File: src/rtl/mem_stage.sv
// mem_stage: memory-access stage between execute and write-back.
//   Non-memory ops are forwarded to write-back one register stage later.
//   Loads and stores move one byte per cycle over an 8-bit RAM port
//   (little-endian, wrapping addresses, misalignment allowed).
//   Upstream is stalled while a multi-cycle access is in flight.
//
// Ports:
//   clk, rst            clock, synchronous active-high reset
//   rdy                 system ready; low freezes the stage (mem_wr forced 0)
//   ex_valid/ex_op      execute bundle valid and op code
//   ex_rd_data          ALU result, or effective address for loads/stores
//   ex_rd_addr          destination register
//   ex_st_data          store data
//   mem_din             RAM read data (valid the cycle after mem_a is presented)
//   mem_a/mem_dout/mem_wr  RAM address, write data, write enable (registered)
//   stall_req           upstream must hold its bundle (registered)
//   wb_valid/wb_rd_addr/wb_rd_data  write-back pulse, register, value
//
// Op encoding shared with the execute stage (any other value is a non-memory op):
//   LB=0x20 LH=0x21 LW=0x22 LBU=0x24 LHU=0x25 SB=0x28 SH=0x29 SW=0x2A
`timescale 1ns/1ps

module mem_stage #(
  parameter int unsigned ADDR_W = 32,
  parameter int unsigned DATA_W = 32,
  parameter int unsigned OP_W   = 6
) (
  input  logic              clk,
  input  logic              rst,
  input  logic              rdy,
  input  logic              ex_valid,
  input  logic [OP_W-1:0]   ex_op,
  input  logic [DATA_W-1:0] ex_rd_data,
  input  logic [4:0]        ex_rd_addr,
  input  logic [DATA_W-1:0] ex_st_data,
  input  logic [7:0]        mem_din,
  output logic [ADDR_W-1:0] mem_a,
  output logic [7:0]        mem_dout,
  output logic              mem_wr,
  output logic              stall_req,
  output logic              wb_valid,
  output logic [4:0]        wb_rd_addr,
  output logic [DATA_W-1:0] wb_rd_data
);

  localparam int unsigned REG_W = 5;
  localparam int unsigned BUF_W = 24;

  localparam logic [OP_W-1:0] OP_LB  = OP_W'(6'h20);
  localparam logic [OP_W-1:0] OP_LH  = OP_W'(6'h21);
  localparam logic [OP_W-1:0] OP_LW  = OP_W'(6'h22);
  localparam logic [OP_W-1:0] OP_LBU = OP_W'(6'h24);
  localparam logic [OP_W-1:0] OP_LHU = OP_W'(6'h25);
  localparam logic [OP_W-1:0] OP_SB  = OP_W'(6'h28);
  localparam logic [OP_W-1:0] OP_SH  = OP_W'(6'h29);
  localparam logic [OP_W-1:0] OP_SW  = OP_W'(6'h2A);

  typedef enum logic [1:0] {
    S_IDLE  = 2'd0,
    S_LOAD  = 2'd1,
    S_STORE = 2'd2
  } state_t;

  state_t state_q, state_d;

  // Latched bundle and access bookkeeping
  logic [OP_W-1:0]   op_q,    op_d;
  logic [REG_W-1:0]  rd_q,    rd_d;
  logic [DATA_W-1:0] st_q,    st_d;
  logic [1:0]        last_q,  last_d;   // byte count minus one
  logic [1:0]        ia_q,    ia_d;     // index of the byte currently on mem_a
  logic [1:0]        ic_q,    ic_d;     // index of the next load byte to capture
  logic              first_q, first_d;  // mem_din not yet valid for this load
  logic [BUF_W-1:0]  byte_q,  byte_d;   // captured load bytes 0..2

  // Next values of the registered outputs
  logic [ADDR_W-1:0] mem_a_d;
  logic [7:0]        mem_dout_d;
  logic              mem_wr_d;
  logic              stall_d;
  logic              wb_valid_d;
  logic [REG_W-1:0]  wb_rd_addr_d;
  logic [DATA_W-1:0] wb_rd_data_d;

  logic              dec_load;
  logic              dec_store;
  logic [1:0]        dec_last;
  logic [31:0]       load_raw;
  logic [DATA_W-1:0] load_ext;
  logic [1:0]        ia_inc;
  logic [7:0]        st_byte;

  // Op decode: memory class and byte count
  always_comb begin
    dec_load  = 1'b0;
    dec_store = 1'b0;
    dec_last  = 2'd0;
    case (ex_op)
      OP_LB, OP_LBU: begin dec_load  = 1'b1; dec_last = 2'd0; end
      OP_LH, OP_LHU: begin dec_load  = 1'b1; dec_last = 2'd1; end
      OP_LW:         begin dec_load  = 1'b1; dec_last = 2'd3; end
      OP_SB:         begin dec_store = 1'b1; dec_last = 2'd0; end
      OP_SH:         begin dec_store = 1'b1; dec_last = 2'd1; end
      OP_SW:         begin dec_store = 1'b1; dec_last = 2'd3; end
      default:       ;
    endcase
  end

  // Load result: the final byte is taken straight from mem_din on the completing edge
  always_comb begin
    case (last_q)
      2'd0:    load_raw = {24'h0, mem_din};
      2'd1:    load_raw = {16'h0, mem_din, byte_q[7:0]};
      default: load_raw = {mem_din, byte_q};
    endcase
    case (op_q)
      OP_LB:   load_ext = {{(DATA_W-8){load_raw[7]}}, load_raw[7:0]};
      OP_LH:   load_ext = {{(DATA_W-16){load_raw[15]}}, load_raw[15:0]};
      default: load_ext = DATA_W'(load_raw);
    endcase
  end

  // Next store byte lane
  assign ia_inc  = ia_q + 2'd1;
  assign st_byte = 8'(st_q >> {ia_inc, 3'b000});

  // State register
  always_ff @(posedge clk) begin
    if (rst) begin
      state_q <= S_IDLE;
    end else begin
      state_q <= state_d;
    end
  end

  // Next-state logic; rdy low holds the state
  always_comb begin
    state_d = state_q;
    if (rdy) begin
      case (state_q)
        S_IDLE: begin
          if (ex_valid && dec_load) begin
            state_d = S_LOAD;
          end else if (ex_valid && dec_store) begin
            state_d = S_STORE;
          end
        end
        S_LOAD: begin
          if (!first_q && (ic_q == last_q)) begin
            state_d = S_IDLE;
          end
        end
        S_STORE: begin
          // Finish only once the last byte was actually written (mem_wr was high)
          if (mem_wr && (ia_q == last_q)) begin
            state_d = S_IDLE;
          end
        end
        default: state_d = S_IDLE;
      endcase
    end
  end

  // Output and datapath next values
  always_comb begin
    mem_a_d      = mem_a;
    mem_dout_d   = mem_dout;
    mem_wr_d     = 1'b0;
    stall_d      = stall_req;
    wb_valid_d   = 1'b0;
    wb_rd_addr_d = wb_rd_addr;
    wb_rd_data_d = wb_rd_data;
    op_d         = op_q;
    rd_d         = rd_q;
    st_d         = st_q;
    last_d       = last_q;
    ia_d         = ia_q;
    ic_d         = ic_q;
    first_d      = first_q;
    byte_d       = byte_q;

    case (state_q)
      S_IDLE: begin
        if (ex_valid) begin
          if (dec_load || dec_store) begin
            mem_a_d = ADDR_W'(ex_rd_data);
            op_d    = ex_op;
            rd_d    = ex_rd_addr;
            last_d  = dec_last;
            ia_d    = 2'd0;
            ic_d    = 2'd0;
            first_d = 1'b1;
            stall_d = 1'b1;
            if (dec_store) begin
              mem_dout_d = ex_st_data[7:0];
              mem_wr_d   = 1'b1;
              st_d       = ex_st_data;
            end
          end else begin
            wb_valid_d   = 1'b1;
            wb_rd_addr_d = ex_rd_addr;
            wb_rd_data_d = ex_rd_data;
          end
        end
      end

      S_LOAD: begin
        // Address issue runs two edges ahead of byte capture
        if (ia_q != last_q) begin
          mem_a_d = mem_a + ADDR_W'(1);
          ia_d    = ia_inc;
        end
        if (first_q) begin
          first_d = 1'b0;
        end else begin
          case (ic_q)
            2'd0:    byte_d[7:0]   = mem_din;
            2'd1:    byte_d[15:8]  = mem_din;
            2'd2:    byte_d[23:16] = mem_din;
            default: ;
          endcase
          if (ic_q == last_q) begin
            wb_valid_d   = 1'b1;
            wb_rd_addr_d = rd_q;
            wb_rd_data_d = load_ext;
            stall_d      = 1'b0;
          end else begin
            ic_d = ic_q + 2'd1;
          end
        end
      end

      S_STORE: begin
        if (!mem_wr) begin
          // Returning from a rdy pause: the held byte was never written, present it again
          mem_wr_d = 1'b1;
        end else if (ia_q == last_q) begin
          wb_valid_d   = 1'b1;
          wb_rd_addr_d = '0;
          wb_rd_data_d = '0;
          stall_d      = 1'b0;
        end else begin
          ia_d       = ia_inc;
          mem_a_d    = mem_a + ADDR_W'(1);
          mem_dout_d = st_byte;
          mem_wr_d   = 1'b1;
        end
      end

      default: ;
    endcase
  end

  // Datapath and output registers; rdy low holds everything but mem_wr
  always_ff @(posedge clk) begin
    if (rst) begin
      mem_a      <= '0;
      mem_dout   <= '0;
      mem_wr     <= 1'b0;
      stall_req  <= 1'b0;
      wb_valid   <= 1'b0;
      wb_rd_addr <= '0;
      wb_rd_data <= '0;
      op_q       <= '0;
      rd_q       <= '0;
      st_q       <= '0;
      last_q     <= '0;
      ia_q       <= '0;
      ic_q       <= '0;
      first_q    <= 1'b0;
      byte_q     <= '0;
    end else if (rdy) begin
      mem_a      <= mem_a_d;
      mem_dout   <= mem_dout_d;
      mem_wr     <= mem_wr_d;
      stall_req  <= stall_d;
      wb_valid   <= wb_valid_d;
      wb_rd_addr <= wb_rd_addr_d;
      wb_rd_data <= wb_rd_data_d;
      op_q       <= op_d;
      rd_q       <= rd_d;
      st_q       <= st_d;
      last_q     <= last_d;
      ia_q       <= ia_d;
      ic_q       <= ic_d;
      first_q    <= first_d;
      byte_q     <= byte_d;
    end else begin
      mem_wr <= 1'b0;
    end
  end

endmodule

File: config.mk
export PLATFORM = sky130hd
export DESIGN_NAME = mem_stage
export DESIGN_NICKNAME = d
export VERILOG_FILES = /design/src/rtl/mem_stage.sv
export SDC_FILE = /design/constraint.sdc
export NUM_CORES = 1
export LEC_CHECK = 0
export BUFFER_PORTS_ARGS = -buffer_cell sky130_fd_sc_hd__buf_2
export CAP_MARGIN = 40
export CORE_MARGIN = 10
export CORE_UTILIZATION = 50
export CTS_BUF_LIST = sky130_fd_sc_hd__clkbuf_16
export DETAILED_ROUTE_END_ITERATION = 6
export GPL_TIMING_DRIVEN = 0
export PLACE_DENSITY = 0.78
export SYNTH_ARGS = -nofsm -noshare
export SYNTH_HDL_FRONTEND = slang
export SYNTH_SLANG_ARGS = --single-unit
export TNS_END_PERCENT = 30
File: constraint.sdc
create_clock -name clk -period 2.5 [get_ports clk]
set_clock_uncertainty 0.2 [all_clocks]
set_input_delay 0 -clock clk [delete_from_list [all_inputs] [get_ports clk]]
set_output_delay 0 -clock clk [all_outputs]
set_load 0.01 [all_outputs]
==> results of run 1 <==
-- logic make-up after synthesis --
family                   after synthesis  share of synthesized area [%]
AO/OA/AOI/OAI                        277                           23.4
XOR/XNOR                               4                          0.642
adder cells (fa/ha/maj)                8                           1.28
buffers and inverters                 95                           5.48
flip-flops                           156                           40.1
multiplexers                          26                           4.75
AND/OR/NAND/NOR                      420                           24.4
-- per-layer routing --
layer / wire length (µm) / vias up / track usage, %
met2: 13500 / 564 / 43.6
met1: 11300 / 4047 / 33.2
met5: 0 / - / 0
met3: 3310 / 84 / 6.26
li1: - / 4068 / -
met4: 1020 / 0 / 12.3
-- worst min-delay path: cells and delay by family --
family / cells / cell delay [ps]
buf+inv: 1 / 80
simple gates: 2 / 420
compound gates: 1 / 140
-- registers in the layout, summed over array words and instances (netlist names) --
signal      cells
byte_q         24
first_q         1
ia_q            2
ic_q            2
last_q          2
mem_a          32
mem_dout        8
mem_wr          1
op_q            6
rd_q            5
st_q           32
stall_req       1
state_q         2
wb_rd_addr      5
wb_rd_data     32
wb_valid        1
-- per-stage QoR --
| stage | instances | utilization [%] | setup TNS [ps] |
|---|---|---|---|
| after global routing | 1481 | 69.0 | -84.4 |
| after detailed placement | 1362 | 58.2 | -2050 |
| final | 1482 | 69.0 | 0 |
| after floorplan | 986 | - | 0 |
| after CTS | 1481 | 68.6 | 0 |
| after global placement | 1362 | 58.2 | -1270 |
-- synth_stat cells, drive strengths merged (16+ instances only) --
master / count / area, µm²
inv: 16 / 60.1
dfxtp: 156 / 3120
nor2: 71 / 274
buf: 30 / 181
o21ai: 33 / 165
clkbuf: 48 / 181
a211oi: 38 / 295
nand2: 233 / 875
nand3: 24 / 120
a21oi: 119 / 603
a311oi: 23 / 201
-- worst min-delay path by stage --
stage	slack [ps]	endpoint	start	cells past startpoint
after floorplan	-60	rd_q[0]$_SDFFE_PP0P_	ex_rd_addr[0]	2
after global placement	40	st_q[30]$_SDFFE_PP0P_	ex_st_data[30]	3
after detailed placement	50	st_q[16]$_SDFFE_PP0P_	ex_st_data[16]	3
after CTS	40	mem_wr$_SDFF_PP0_	ex_op[5]	4
after global routing	50	mem_wr$_SDFF_PP0_	ex_op[5]	4
final	60	mem_wr$_SDFF_PP0_	ex_op[5]	4
-- cell usage in the layout, fill, tap and decap left out, types with 4 or more instances in the layout --
cell type	instances
nand2_1	233
buf_2	179
dfxtp_1	155
a21oi_1	117
dlygate4sd3_1	87
nor2_1	68
clkbuf_1	37
a211oi_1	36
o21ai_0	29
nand3_1	24
a311oi_1	23
clkbuf_16	17
inv_1	16
nand4_1	13
nor3_1	13
mux2i_1	13
nor2b_1	12
clkbuf_2	10
buf_4	9
and3_1	9
o22ai_1	8
a221o_1	8
and2_1	7
mux4_2	7
a31oi_1	6
nand4b_1	6
ha_1	6
bufinv_16	6
a21o_1	5
nand2b_1	5
and4_1	5
o31a_1	5
nand3b_1	5
mux2_2	5
or2_2	4
buf_6	4
o21ai_1	4
o21a_1	4
clkinv_4	4
-- what timing repair did --
| item | CTS | global route |
|---|---|---|
| gates resized for setup | 14 | 29 |
| setup endpoints to repair | 50 | 111 |
| endpoints found under the hold margin | 150 | 0 |
| pin swaps | 1 | 1 |
| hold buffers | 87 | 0 |
| buffers inserted | 0 | 0 |
-- report_power, final --
part / leakage, nW / switching, W / internal [W] / total, W
clock network: 0.328 / 0.00111 / 0.00188 / 0.00298
registers: 1.27 / 0.0000650 / 0.00257 / 0.00263
logic: 2.54 / 0.000490 / 0.000362 / 0.000852
total: 4.14 / 0.00166 / 0.00481 / 0.00647
-- final cells by class --
class	count	area, µm²
diodes	1	2.50
plain buffers	78	398
clock buffers	17	425
clock inverters	15	246
fillers	1214	4730
inverters	17	67.6
multi-input cells	735	4300
flip-flops and latches	156	3120
well taps	211	264
repair buffers	252	1700
==> flow_results.xml, run 1 <==
<?xml version="1.0" encoding="UTF-8"?>
<metrics>
  <group name="floorplanning">
    <metric name="num_io_pins" unit="">167</metric>
    <metric name="start_util" unit="%">51.1</metric>
    <metric name="std_cell_rows" unit="">45</metric>
    <metric name="dieWidth" unit="µm">145</metric>
    <metric name="fp.dieH" unit="µm">145</metric>
    <metric name="die_area" unit="µm²">21000</metric>
    <metric name="coreArea" unit="µm²">15300</metric>
  </group>
  <group name="detailed_routing">
    <metric name="detail_route.wirelength" unit="µm">29100</metric>
    <metric name="detail_route.vias_per_cell" unit="">5.91</metric>
    <metric name="num_vias" unit="">8763</metric>
    <metric name="drt_iter0_drc" unit="">1061</metric>
    <metric name="drt_first_pass_iters" unit="">6</metric>
    <metric name="routed_wire_length_per_instance" unit="µm">19.6</metric>
    <metric name="ant_nets" unit="">0</metric>
    <metric name="post-route-drc-count" unit="">0</metric>
  </group>
  <group name="placement">
    <metric name="placed_cell_area" unit="µm²">8880</metric>
    <metric name="portBuffers" unit="">165</metric>
    <metric name="gp_congestion" unit="">0.963</metric>
    <metric name="place_ws" unit="ps">-172</metric>
    <metric name="hpwlAfterDp" unit="µm">20400</metric>
  </group>
  <group name="synth">
    <metric name="share_of_synthesized_registers_carrying_an_async_set_or_reset" unit="%">0</metric>
    <metric name="syn-mean-instance-area" unit="µm²">7.90</metric>
    <metric name="seq_area_frac_synth" unit="%">40.1</metric>
    <metric name="syn-cell-area" unit="µm²">7790</metric>
    <metric name="yosysUniqueCellTypes" unit="">73</metric>
    <metric name="synth_enable_flop_cells" unit="">0</metric>
    <metric name="syn_nets" unit="">1081</metric>
    <metric name="synthCells" unit="">986</metric>
    <metric name="postSynthRegisterBits" unit="">156</metric>
    <metric name="ys_dominant_reg_cell" unit="">dfxtp_1</metric>
    <metric name="synth.yosys.warnings" unit="">0</metric>
  </group>
  <group name="global_route">
    <metric name="grt_pass1_vias" unit="">8375</metric>
    <metric name="grt_antenna_before_repair" unit="">0</metric>
    <metric name="grt.total_usage" unit="%">26.9</metric>
    <metric name="overflow" unit="">0</metric>
    <metric name="largest_net_degree_at_the_start_of_global_routing" unit="">17</metric>
    <metric name="global_route_wire_length_before_repair" unit="µm">44400</metric>
  </group>
  <group name="sta">
    <metric name="hold_viol" unit="">0</metric>
    <metric name="tmin_final" unit="ps">2430</metric>
    <metric name="worst-slew-pin-transition" unit="ps">819</metric>
    <metric name="grt_setup_unrepaired" unit="">true</metric>
    <metric name="final_min_period_over_clock_period" unit="%">97.2</metric>
    <metric name="final-setup-viol-count" unit="">0</metric>
    <metric name="timing.final.max_slew_violations" unit="">0</metric>
    <metric name="finalWorstSetupSlack" unit="ps">68.9</metric>
    <metric name="worst_slew_margin_rel" unit="%">45.4</metric>
    <metric name="max_freq" unit="GHz">0.411</metric>
    <metric name="fin_hold_ws" unit="ps">58.1</metric>
  </group>
  <group name="setup_path">
    <metric name="cp-end-kind" unit="">flop</metric>
    <metric name="rr_startpoint" unit="">state_q[0]$_SDFFE_PP0P_</metric>
    <metric name="largest_delay_contributor_family_on_the_critical_path" unit="">buffers and inverters</metric>
    <metric name="cp_data_required_time" unit="ps">2660</metric>
    <metric name="critical_path.slowest_cell" unit="">dlygate4sd3_1</metric>
    <metric name="cp.depth" unit="">8</metric>
    <metric name="critPathLaunchType" unit="">flop</metric>
    <metric name="worst-path-max-fanout" unit="">10</metric>
    <metric name="critPathKind" unit="">reg -&gt; reg</metric>
    <metric name="setup.worst_path.end" unit="">st_q[1]$_SDFFE_PP0P_</metric>
    <metric name="rr_worst_depth" unit="">8</metric>
    <metric name="worst-endpoint-arrival" unit="ps">2590</metric>
    <metric name="slowest_delay" unit="ps">560</metric>
    <metric name="worstPathCellList" unit="">inv_1, ha_2, clkbuf_4, nand3_1, nor2_2, nand2_1, dlygate4sd3_1, a21oi_1</metric>
    <metric name="r2r_setup_slack" unit="ps">70</metric>
    <metric name="worst_setup_path_startpoint" unit="">state_q[0]$_SDFFE_PP0P_</metric>
    <metric name="rr_endpoint" unit="">st_q[1]$_SDFFE_PP0P_</metric>
    <metric name="critical_path_buf_inv_count" unit="">3</metric>
  </group>
  <group name="cells_and_area">
    <metric name="fraction_of_final_layout_cells_with_drive_strength_greater_than_1" unit="%">21.9</metric>
    <metric name="layout.nets" unit="">1352</metric>
    <metric name="area_growth" unit="%">35.1</metric>
    <metric name="fin_area" unit="µm²">10500</metric>
  </group>
  <group name="clocking">
    <metric name="clock_sink_count" unit="">156</metric>
    <metric name="clockRootBuffer" unit="">clkbuf_16</metric>
    <metric name="clk_latency" unit="ps">430</metric>
    <metric name="clockBufferDepth" unit="">2</metric>
    <metric name="cts_buffer_count" unit="">17</metric>
    <metric name="path_clk_slew" unit="ps">70</metric>
    <metric name="tritoncts" unit="">done</metric>
    <metric name="htree_levels" unit="">4</metric>
  </group>
  <group name="power_and_ir_drop">
    <metric name="power_density" unit="nW/µm²">614</metric>
    <metric name="static-leakage-power" unit="nW">4.14</metric>
    <metric name="vdd_ir_drop_max" unit="V">0.000568</metric>
    <metric name="power_consumption" unit="W">0.00647</metric>
  </group>
  <group name="flow_run">
    <metric name="maxCapViolations" unit="">0</metric>
  </group>
  <group name="hold_path">
    <metric name="hp-class" unit="">in -&gt; reg</metric>
  </group>
  <group name="status">
    <metric name="status" unit="">finished, final reports clean</metric>
  </group>
</metrics>
No activity file was read; power rests on OpenSTA's default activity.
==> inputs of run 2 (changes only) <==
--- a/config.mk
+++ b/config.mk
@@ -8,11 +8,12 @@
 export BUFFER_PORTS_ARGS = -buffer_cell sky130_fd_sc_hd__buf_2
 export CAP_MARGIN = 40
 export CORE_MARGIN = 10
-export CORE_UTILIZATION = 50
+export CORE_UTILIZATION = 25
 export CTS_BUF_LIST = sky130_fd_sc_hd__clkbuf_16
 export DETAILED_ROUTE_END_ITERATION = 6
 export GPL_TIMING_DRIVEN = 0
-export PLACE_DENSITY = 0.78
+export PLACE_DENSITY = 0.47
+export RECOVER_POWER = 25
 export SYNTH_ARGS = -nofsm -noshare
 export SYNTH_HDL_FRONTEND = slang
 export SYNTH_SLANG_ARGS = --single-unit
==> flow_results.xml, run 2 (same netlist as run 1, synthesis figures left out) <==
<?xml version="1.0" encoding="UTF-8"?>
<metrics>
  <group name="global_route">
    <metric name="grt_antenna_before_repair" unit="">1</metric>
    <metric name="global_route_wire_length_before_repair" unit="µm">50800</metric>
    <metric name="largest_net_degree_at_the_start_of_global_routing" unit="">17</metric>
    <metric name="overflow" unit="">0</metric>
    <metric name="grt_pass1_vias" unit="">8207</metric>
    <metric name="grt.total_usage" unit="%">16.8</metric>
  </group>
  <group name="flow_run">
    <metric name="maxCapViolations" unit="">0</metric>
  </group>
  <group name="floorplanning">
    <metric name="std_cell_rows" unit="">64</metric>
    <metric name="dieWidth" unit="µm">197</metric>
    <metric name="num_io_pins" unit="">167</metric>
    <metric name="fp.dieH" unit="µm">197</metric>
    <metric name="die_area" unit="µm²">38600</metric>
    <metric name="start_util" unit="%">25.4</metric>
    <metric name="coreArea" unit="µm²">30700</metric>
  </group>
  <group name="cells_and_area">
    <metric name="area_growth" unit="%">38.3</metric>
    <metric name="multiInputGateArea" unit="µm²">4340</metric>
    <metric name="most-common-layout-cells" unit="">233 x nand2_1, 154 x dfxtp_1, 117 x buf_2, 117 x a21oi_1, 90 x clkbuf_1</metric>
    <metric name="layout.cells.most_common" unit="">nand2_1</metric>
    <metric name="num-fill-cells" unit="">3295</metric>
    <metric name="regArea" unit="µm²">3130</metric>
    <metric name="top_regs" unit="">mem_a x32, st_q x32, wb_rd_data x32</metric>
    <metric name="layout.core_utilization" unit="%">35.1</metric>
    <metric name="layout.nets" unit="">1362</metric>
    <metric name="fraction_of_final_layout_cells_with_drive_strength_greater_than_1" unit="%">18.9</metric>
  </group>
  <group name="power_and_ir_drop">
    <metric name="cellInternalPower" unit="W">0.00452</metric>
    <metric name="power_consumption" unit="W">0.00630</metric>
    <metric name="pwr-share-comb" unit="%">14.1</metric>
    <metric name="pwr-share-clk" unit="%">44.2</metric>
    <metric name="switching_share" unit="%">28.2</metric>
    <metric name="power_density" unit="nW/µm²">584</metric>
    <metric name="p_sw" unit="W">0.00177</metric>
    <metric name="power.sequential.fraction" unit="%">41.8</metric>
    <metric name="vdd_ir_drop_max" unit="V">0.000427</metric>
    <metric name="static-leakage-power" unit="nW">3.96</metric>
  </group>
  <group name="sta">
    <metric name="tmin_final" unit="ps">2370</metric>
    <metric name="grt_setup_unrepaired" unit="">true</metric>
    <metric name="final-setup-viol-count" unit="">0</metric>
    <metric name="worst-slew-pin-transition" unit="ps">863</metric>
    <metric name="final_min_period_over_clock_period" unit="%">94.8</metric>
    <metric name="worst_slew_margin_rel" unit="%">42.5</metric>
    <metric name="timing.final.max_slew_violations" unit="">0</metric>
    <metric name="hold_viol" unit="">0</metric>
    <metric name="max_freq" unit="GHz">0.422</metric>
    <metric name="finalWorstSetupSlack" unit="ps">129</metric>
  </group>
  <group name="clocking">
    <metric name="tritoncts" unit="">done</metric>
    <metric name="path_clk_slew" unit="ps">70</metric>
    <metric name="clock_sink_count" unit="">156</metric>
    <metric name="clockRootBuffer" unit="">clkbuf_16</metric>
    <metric name="htree_levels" unit="">4</metric>
    <metric name="cts_buffer_count" unit="">17</metric>
    <metric name="clockBufferDepth" unit="">2</metric>
    <metric name="clk_latency" unit="ps">430</metric>
  </group>
  <group name="setup_path">
    <metric name="critPathLaunchType" unit="">flop</metric>
    <metric name="critPathKind" unit="">reg -&gt; reg</metric>
    <metric name="critical_path_buf_inv_count" unit="">4</metric>
    <metric name="largest_delay_contributor_family_on_the_critical_path" unit="">buffers and inverters</metric>
    <metric name="slowest_delay" unit="ps">340</metric>
    <metric name="worstPathCellList" unit="">inv_1, ha_2, clkbuf_4, nand3_1, or2_2, clkbuf_1, clkbuf_2, nand2_1, a21oi_1</metric>
    <metric name="cp-end-kind" unit="">flop</metric>
    <metric name="worst-path-max-fanout" unit="">10</metric>
    <metric name="worst-endpoint-arrival" unit="ps">2470</metric>
    <metric name="cp_data_required_time" unit="ps">2590</metric>
    <metric name="critical_path.slowest_cell" unit="">dfxtp_2</metric>
  </group>
  <group name="hold_path">
    <metric name="hp-class" unit="">in -&gt; reg</metric>
  </group>
  <group name="placement">
    <metric name="place_ws" unit="ps">-279</metric>
    <metric name="portBuffers" unit="">165</metric>
    <metric name="hpwlAfterDp" unit="µm">25200</metric>
    <metric name="gp_congestion" unit="">0.880</metric>
  </group>
  <group name="detailed_routing">
    <metric name="num_vias" unit="">8253</metric>
    <metric name="detail_route.vias_per_cell" unit="">4.92</metric>
    <metric name="routed_wire_length_per_instance" unit="µm">20.0</metric>
    <metric name="drt_first_pass_iters" unit="">5</metric>
    <metric name="ant_nets" unit="">0</metric>
    <metric name="drt_iter0_drc" unit="">625</metric>
    <metric name="detail_route.wirelength" unit="µm">33600</metric>
    <metric name="post-route-drc-count" unit="">0</metric>
  </group>
  <group name="status">
    <metric name="status" unit="">finished, final reports clean</metric>
  </group>
</metrics>
==> run 2: cell count changes in the layout (fill, tap and decap cells not counted), moves of 3 or more <==
cell	change
buf_4	+7
clkbuf_2	+5
inv_6	+5
clkbuf_1	+53
buf_2	-62
bufinv_16	-3
buf_6	+4
==> run 2: per-layer routing <==
metal  vias up  GRT usage, %  wire (µm)  part of all wire [%]
met1      3897          22.1      15500                    46
met3        22          3.94       1900                   5.6
met2       242          27.4      15800                    47
met5         -             0          0                     0
li1       4092             -          -                     -
met4         0          3.56        329                  0.98
==> run 2: layout make-up <==
cell class              instances  area share [%]
clock buffers                  17            3.95
plain buffers                  78            3.90
multi-input cells             735            40.3
repair buffers                262            15.9
inverters                      17           0.615
well taps                     396            4.60
clock inverters                15            1.71
flip-flops and latches        156            29.0
diodes                          1          0.0232
==> run 2: power by group through the flow <==
stage	clock, W	combinational [W]	sequential (W)
floorplan	0	0.000355	0.00271
global placement	0	0.000753	0.00269
detailed placement	0	0.000754	0.00269
CTS	0.00283	0.000868	0.00263
global route	0.00292	0.000964	0.00264
finish	0.00278	0.000885	0.00263
==> run 2: path summary, 6_finish.rpt <==
path / start / end / slack, ps / depth (start not counted)
hold / removal: ex_op[5] / mem_wr$_SDFF_PP0_ / 40 / 4
setup / recovery: state_q[1]$_SDFFE_PP0P_ / st_q[19]$_SDFFE_PP0P_ / 130 / 9
setup reg to reg: state_q[1]$_SDFFE_PP0P_ / st_q[19]$_SDFFE_PP0P_ / 130 / 9
hold reg to reg: rd_q[3]$_SDFFE_PP0P_ / rd_q[3]$_SDFFE_PP0P_ / 250 / 2
==> run 2: through the flow <==
stage	setup TNS [ps]	hold WS (ps)	cells	cell area, µm²
2_1_floorplan	0	-64.0	986	7790
3_3_place_gp	-10970	45.3	1547	9110
3_5_place_dp	-11520	48.4	1548	9120
4_1_cts	-106	25.0	1666	10600
5_1_grt	-91.4	105	1676	10800
6_report	0	40.1	1677	10800
==> run 2: worst register-to-register path, cell delays in order, from the launching register on <==
cell	delay [ps]
dfxtp_2	340
inv_1	110
ha_2	300
clkbuf_4	260
nand3_1	170
or2_2	300
clkbuf_1	150
clkbuf_2	230
nand2_1	110
a21oi_1	60
==> run 2: repair_timing <==
| action | in CTS | in global routing |
|---|---|---|
| hold buffers | 86 | 0 |
| setup endpoints to repair | 94 | 107 |
| endpoints found under the hold margin | 147 | 0 |
| setup buffers | 0 | 10 |
| resized for setup | 14 | 47 |
| pin swaps | 0 | 6 |
